$ cat config.mk
export PLATFORM = sky130hd
export DESIGN_NAME = fifo_write_arbiter
export DESIGN_NICKNAME = d
export VERILOG_FILES = /design/src/rtl/fifo_write_arbiter.sv
export SDC_FILE = /design/constraint.sdc
export NUM_CORES = 1
export LEC_CHECK = 0
export ABC_AREA = 1
export CORE_MARGIN = 4
export CORE_UTILIZATION = 41
export CTS_CLUSTER_DIAMETER = 150
export DETAILED_ROUTE_END_ITERATION = 6
export MAX_ROUTING_LAYER = met4
export PLACE_DENSITY = 0.91
export SETUP_SLACK_MARGIN = 0.2
export SYNTH_ARGS = -nofsm -noshare
export SYNTH_HDL_FRONTEND = slang
export SYNTH_SLANG_ARGS = --single-unit
$ cat constraint.sdc
create_clock -name Clk -period 2.6 [get_ports Clk]
set_input_delay 0.39 -clock Clk [delete_from_list [all_inputs] [get_ports Clk]]
set_output_delay 0.39 -clock Clk [all_outputs]
set_load 0.01 [all_outputs]
$ cat src/rtl/fifo_write_arbiter.sv
// Shares one FIFO write port among NREQ producers: round-robin grants (lowest index wins when FIFO_ARB_FIXED_PRIO_EN
// is defined), 1-cycle request-to-write latency, bursts up to MAXBURST; FifoFull stalls the write but keeps the grant.
module fifo_write_arbiter #(
  parameter int NREQ     = 3,
  parameter int WWIDTH   = 8,
  parameter int MAXBURST = 4,
  parameter int BWIDTH   = 3,
  parameter int PWIDTH   = 2
) (
  input  logic                   Clk,
  input  logic                   RstN,
  input  logic [NREQ-1:0]        ReqIn,
  input  logic [NREQ*WWIDTH-1:0] DataIn,
  input  logic [NREQ-1:0]        LastIn,
  output logic [NREQ-1:0]        AckOut,
  output logic [NREQ-1:0]        GrantOut,
  output logic                   Busy,
  input  logic                   FifoFull,
  output logic                   FifoWe,
  output logic [WWIDTH-1:0]      FifoData
);

  typedef enum logic {IDLE, GRANT} stateT;

  stateT             state, stateNext;
  logic [NREQ-1:0]   grantNext;
  logic              busyNext;
  logic [PWIDTH-1:0] ptr, ptrNext;
  logic [PWIDTH-1:0] gIdx, gIdxNext;
  logic [PWIDTH-1:0] sel;
  logic [BWIDTH-1:0] cnt, cntNext;
  logic              anyReq;
  logic              found;
  logic              xfer;
  logic              relGrant;

  // Only the granted requester can be acked; GrantOut is zero in IDLE.
  assign AckOut   = GrantOut & ReqIn & {NREQ{~FifoFull}};
  assign xfer     = |AckOut;
  assign FifoWe   = xfer;
  assign FifoData = DataIn[gIdx*WWIDTH +: WWIDTH];
  assign anyReq   = |ReqIn;

  always_comb begin
    sel   = '0;
    found = 1'b0;
`ifdef FIFO_ARB_FIXED_PRIO_EN
    for (int i = 0; i < NREQ; i++) begin
      if (!found && ReqIn[i]) begin
        found = 1'b1;
        sel   = PWIDTH'(i);
      end
    end
`else
    // First pass covers Ptr..NREQ-1, second pass wraps to 0..Ptr-1.
    for (int i = 0; i < NREQ; i++) begin
      if (!found && (i >= int'(ptr)) && ReqIn[i]) begin
        found = 1'b1;
        sel   = PWIDTH'(i);
      end
    end
    for (int i = 0; i < NREQ; i++) begin
      if (!found && (i < int'(ptr)) && ReqIn[i]) begin
        found = 1'b1;
        sel   = PWIDTH'(i);
      end
    end
`endif
  end

  always_comb begin
    stateNext = state;
    grantNext = GrantOut;
    busyNext  = Busy;
    ptrNext   = ptr;
    gIdxNext  = gIdx;
    cntNext   = cnt;
    relGrant  = 1'b0;
    case (state)
      IDLE: begin
        if (anyReq) begin
          stateNext = GRANT;
          grantNext = NREQ'(1) << sel;
          gIdxNext  = sel;
          cntNext   = '0;
          busyNext  = 1'b1;
        end
      end
      GRANT: begin
        if (xfer) cntNext = cnt + 1'b1;
        // A requester with nothing to send only gives up the grant while the FIFO can accept.
        relGrant = (xfer && (LastIn[gIdx] || (cnt == BWIDTH'(MAXBURST - 1))))
                 || (!ReqIn[gIdx] && !FifoFull);
        if (relGrant) begin
          stateNext = IDLE;
          grantNext = '0;
          busyNext  = 1'b0;
`ifdef FIFO_ARB_FIXED_PRIO_EN
          ptrNext   = '0;
`else
          ptrNext   = (gIdx == PWIDTH'(NREQ - 1)) ? '0 : gIdx + 1'b1;
`endif
        end
      end
      default: stateNext = IDLE;
    endcase
  end

  always_ff @(posedge Clk or negedge RstN) begin
    if (!RstN) begin
      state    <= IDLE;
      GrantOut <= '0;
      Busy     <= 1'b0;
      ptr      <= '0;
      gIdx     <= '0;
      cnt      <= '0;
    end else begin
      state    <= stateNext;
      GrantOut <= grantNext;
      Busy     <= busyNext;
      ptr      <= ptrNext;
      gIdx     <= gIdxNext;
      cnt      <= cntNext;
    end
  end

endmodule

=== Word level (Yosys, flattened, before mapping) ===
Index checks and enable logic that the tools add are counted.

* Register bits after elaboration: 12
* Bits in latches: 0
* Memory bits (writable): 0
* ROM bits: 0
* Input port bits: 33
* Output and inout bits: 16
* Word-level logic and storage cells: 81
* Memories: 0

* $add $sub $neg: 2
* Multiply operators: 0
* Divide/modulo/power cells: 0
* $lt $le $gt $ge: 7
* Eq/ne operators: 5
* Shift operators: 2
* Multiplexer cells: 27
* Bitwise operators: 4
* Reduce and logical (&&, ||, !) cells: 28

{| class="wikitable"
|+ Operators with widths
! cell !! count
|-
| $shiftx 24x6->8 || 1
|-
| $logic_and 1x1->1 || 13
|-
| $mux 1 || 12
|-
| $mux 3 || 4
|-
| $pmux 3 s2 || 2
|-
| $mux 2 || 5
|-
| $reduce_and 2->1 || 4
|-
| $logic_not 1->1 || 7
|-
| $and 3x3->3 || 2
|-
| $reduce_or 3->1 || 2
|-
| $bmux 1 s2 || 2
|-
| $ge 1x2->1 const A || 2
|-
| $lt 1x2->1 const A || 2
|-
| $ne 2x1->1 const B || 2
|-
| $pmux 1 s2 || 2
|-
| $add 3x1->3 const B || 1
|-
| $eq 3x2->1 const B || 1
|-
| $lt 2x3->1 const B || 1
|-
| $shl 1x2->3 const A || 1
|-
| $add 2x1->2 const B || 1
|-
| $eq 2x2->1 const B || 1
|-
| $ge 2x2->1 const A || 1
|-
| $logic_or 1x1->1 || 2
|-
| $lt 2x2->1 const A || 1
|-
| 2 further kinds || 3
|}

=== Logic depth before layout (Yosys ltp) ===
* Depth after elaboration: 26
* Gate-level depth with buffers: 10
* Depth with buffers taken out: 10

=== Worst setup path after synthesis ===
No wires, ideal clock.

* Path type: register -> output
* Start point: register gIdx[0]
* End point: output port FifoData[0]
* Data arrival time: 0.963 ns
* Data required time: 2.210 ns
* Setup slack: 1.247 ns
* Stages on the path, launching flop included: 4
* Path through: dfrtp_1 nor2_2 a22oi_1 nand2_1

* Cells in the longest elaborated chain, start to end: 1

{| class="wikitable"
|+ RTL lines
! item !! line !! RTL
|-
| start: declaration || 29 || <nowiki>logic [PWIDTH-1:0] gIdx, gIdxNext;</nowiki>
|-
| start signal: assignment || 122 || <nowiki>gIdx <= gIdxNext;</nowiki>
|-
| $shiftx 24x6->8 || 41 || <nowiki>assign FifoData = DataIn[gIdx*WWIDTH +: WWIDTH];</nowiki>
|-
| end: declaration || 20 || <nowiki>output logic [WWIDTH-1:0] FifoData</nowiki>
|}

Every way passes these cells.

=== Final worst setup path ===
* Start point: input port ReqIn[0]
* End point: output port FifoWe

* Cells in the longest elaborated chain, start to end: 3

{| class="wikitable"
|+ RTL lines
! item !! line !! RTL
|-
| start: declaration || 12 || <nowiki>input logic [NREQ-1:0] ReqIn,</nowiki>
|-
| $and 3x3->3 (2 in series) || 38 || <nowiki>assign AckOut = GrantOut & ReqIn & {NREQ{~FifoFull}};</nowiki>
|-
| $reduce_or 3->1 || 39 || <nowiki>assign xfer = |AckOut;</nowiki>
|-
| end: declaration || 19 || <nowiki>output logic FifoWe,</nowiki>
|}

Every way passes these cells.

==> flow_summary.yaml <==
sta:
  fin_ws_ns: 0.313
  setup_tns_ns: 0
  fmax_mhz: 437
  fin_skew_ns: 0.00284
  fin_crit_ns: 2.29
  setup_violations: 0
  tightest_slew_ns: 0.541
  fin_crit_sh_pct: 88.0
  relSlewSlack_pct: 63.8
  hold_viol: 0
  rsz0062_at_grt: "false"
  drv_slew: 0
synth:
  synth_top_area_share_pct: 33.2
  ys_async_sr_fraction_pct: 100
  synth_fp_nets: 157
  syn_avg_cell_area_sq_um: 7.40
  yosysSeqAreaShare_pct: 33.2
  synthCells: 122
  yosys_most_used_dff: "dfrtp_1"
  synth_cell_types: 20
  synth.top_cells.by_count: "41 x nand2_1, 12 x dfrtp_1, 12 x inv_1"
  yosysWarningCount: 0
  synth_area_leaders: "dfrtp_1 33%, nand2_1 17%, a22oi_1 6.6%"
  ys_ff_latch: 12
  synth_area_sq_um: 903
  synth.most_common_cell: "nand2_1"
  yosys.area.top_type: "dfrtp_1"
  synth_edf_count: 0
global_route:
  grt_pass1_wl_um: 4000
  grt_pass1_vias: 930
  grt_max_degree: 13
  grt_usage_pct: 19.3
  overflow: 0
  antenna_found_initial: 0
finish:
  drive_gt1_share_pct: 15.0
  synthToLayoutAreaGrowth_pct: 60.0
  multi_input_area_sq_um: 537
  fillCellCount: 159
  regArea_sq_um: 300
  final_util_pct: 71.5
  nNetsFinal: 210
  antennaDiodeCount: 0
clocking:
  clk-insertion-delay-late_ns: 0.27
  htreeDepth: 1
  cts_tree: "yes"
  postCtsHoldBufs: 0
  cts.sinks: 12
  clk_path_buf_depth: 2
  cts_buffers: 3
  cts-root-buf: "clkbuf_4"
  clkTransAtPathRegs_ns: 0.07
pwr:
  p_leak_nw: 0.708
  p_per_area_nw_per_um2: 942
  peakVddDrop_mv: 0.675
placed_design:
  hpwl_um: 2210
  place_congestion: 0.844
  portBuffers: 48
  place_ws_ns: 0.324
routing:
  via_per_inst: 4.97
  drt_iter0_markers: 26
  drc: 0
  vias: 994
  antenna_left: 0
  wire_per_inst_um: 13.4
  drt-pass1-iter-count: 5
  totalWireLength_um: 2690
floorplanning:
  die_height_um: 54.9
  rows: 16
  start_util_pct: 44.7
  core_area_sq_um: 2020
  pin_count: 49
  die_area_sq_um: 3020
  die_w_um: 54.9
setup_path:
  crit_type: "in2out"
  worstPathRequired_ns: 2.21
  end_kind: "output pin"
  path_max_fanout: 7
  arrival_ns: 1.90
  critPathLaunchType: "input pin"
  rrSetupSlack_ns: 1.24
run:
  maxCapViolCount: 0
min_path:
  min_path_type: "in2async"
status:
  outcome: "completed"
logic make-up (layout without fill, tap and decap cells):
kind of cell / count (synthesis) / in the layout / share of synthesized area (%)
simple gates: 76 / 76 / 46.5
buf+inv: 19 / 70 / 7.89
flops: 12 / 12 / 33.2
compound gates: 13 / 13 / 9.56
fa+ha+maj: 2 / 2 / 2.77
registers in the layout (all words and copies together), names as in the netlist:
signal	flops
GrantOut	3
cnt	3
gIdx	2
ptr	2
Busy	1
state	1
worst paths after layout:
kind / from / end / cells after the start
setup / recovery: ReqIn[0] / FifoWe / 4
hold / removal: RstN / state$_DFF_PN0_ / 1
setup reg to reg: gIdx[0]$_DFFE_PN0P_ / ptr[0]$_DFFE_PN0P_ / 7
hold reg to reg: cnt[0]$_DFFE_PN0P_ / cnt[0]$_DFFE_PN0P_ / 1
max in group asynchronous: RstN / GrantOut[1]$_DFFE_PN0P_ / 1
min in group Clk: cnt[0]$_DFFE_PN0P_ / cnt[0]$_DFFE_PN0P_ / 1
per-stage QoR:
stage	instances	power (W)	hold slack (ns)	instance area [sq um]
2_1_floorplan	122	0.000862	0.0944	903
3_3_place_gp	197	0.00122	0.457	1420
3_5_place_dp	197	0.00125	0.480	1420
4_1_cts	200	0.00136	0.484	1440
5_1_grt	200	0.00147	0.508	1450
6_report	200	0.00136	0.472	1450
final cells by class:
type / instances / area share, %
Clock buffer: 3 / 1.56
Inverter: 19 / 4.94
Multi-Input combinational cell: 91 / 37.1
Sequential cell: 12 / 20.8
Tap cell: 27 / 2.34
Timing Repair Buffer: 48 / 33.2
where the power goes:
group	switching, W	internal [W]	total [W]
Combinational	0.000471	0.000418	0.000889
Clock	0.0000556	0.0000536	0.000109
Sequential	0.0000945	0.000269	0.000363
Total	0.000621	0.000741	0.00136
what timing repair did:
item,in CTS,in global routing
setup endpoints to repair,0,3
setup buffers,0,0
resized for setup,0,1
worst max-delay path: stages:
cell and delay (ns):
clkdlybuf4s50_1 0.61, nand3_1 0.20, nand3_4 0.14, clkdlybuf4s50_1 0.55
placed cells by master (no fill, tap or decap):
cell and n:
inv_1 12, nor2_4 3, nor2_8 1, nand4_4 1
clkdlybuf4s50_1 48, nand3_1 10, o21ai_1 2, nand3_4 2
o22ai_1 1, nand2_4 2, a22oi_1 8, nand4_1 4
nand2_2 6, inv_2 7, clkbuf_4 3, nor2_1 4
ha_1 2, dfrtp_1 12, a21oi_1 2, nor2_2 1
nor3_1 1, nand2_1 41
per-layer routing:
metal | share of wire, % | routed length, um | global-route usage (%) | vias to the layer above
met4 | 1.7 | 45 | 8.50 | 0
met3 | 14 | 377 | 4.83 | 4
li1 | - | - | - | 504
met5 | 0 | 0 | - | -
met1 | 41 | 1110 | 21.3 | 437
met2 | 43 | 1160 | 32.9 | 49
Note: power is estimated with default switching activity, not from simulation.
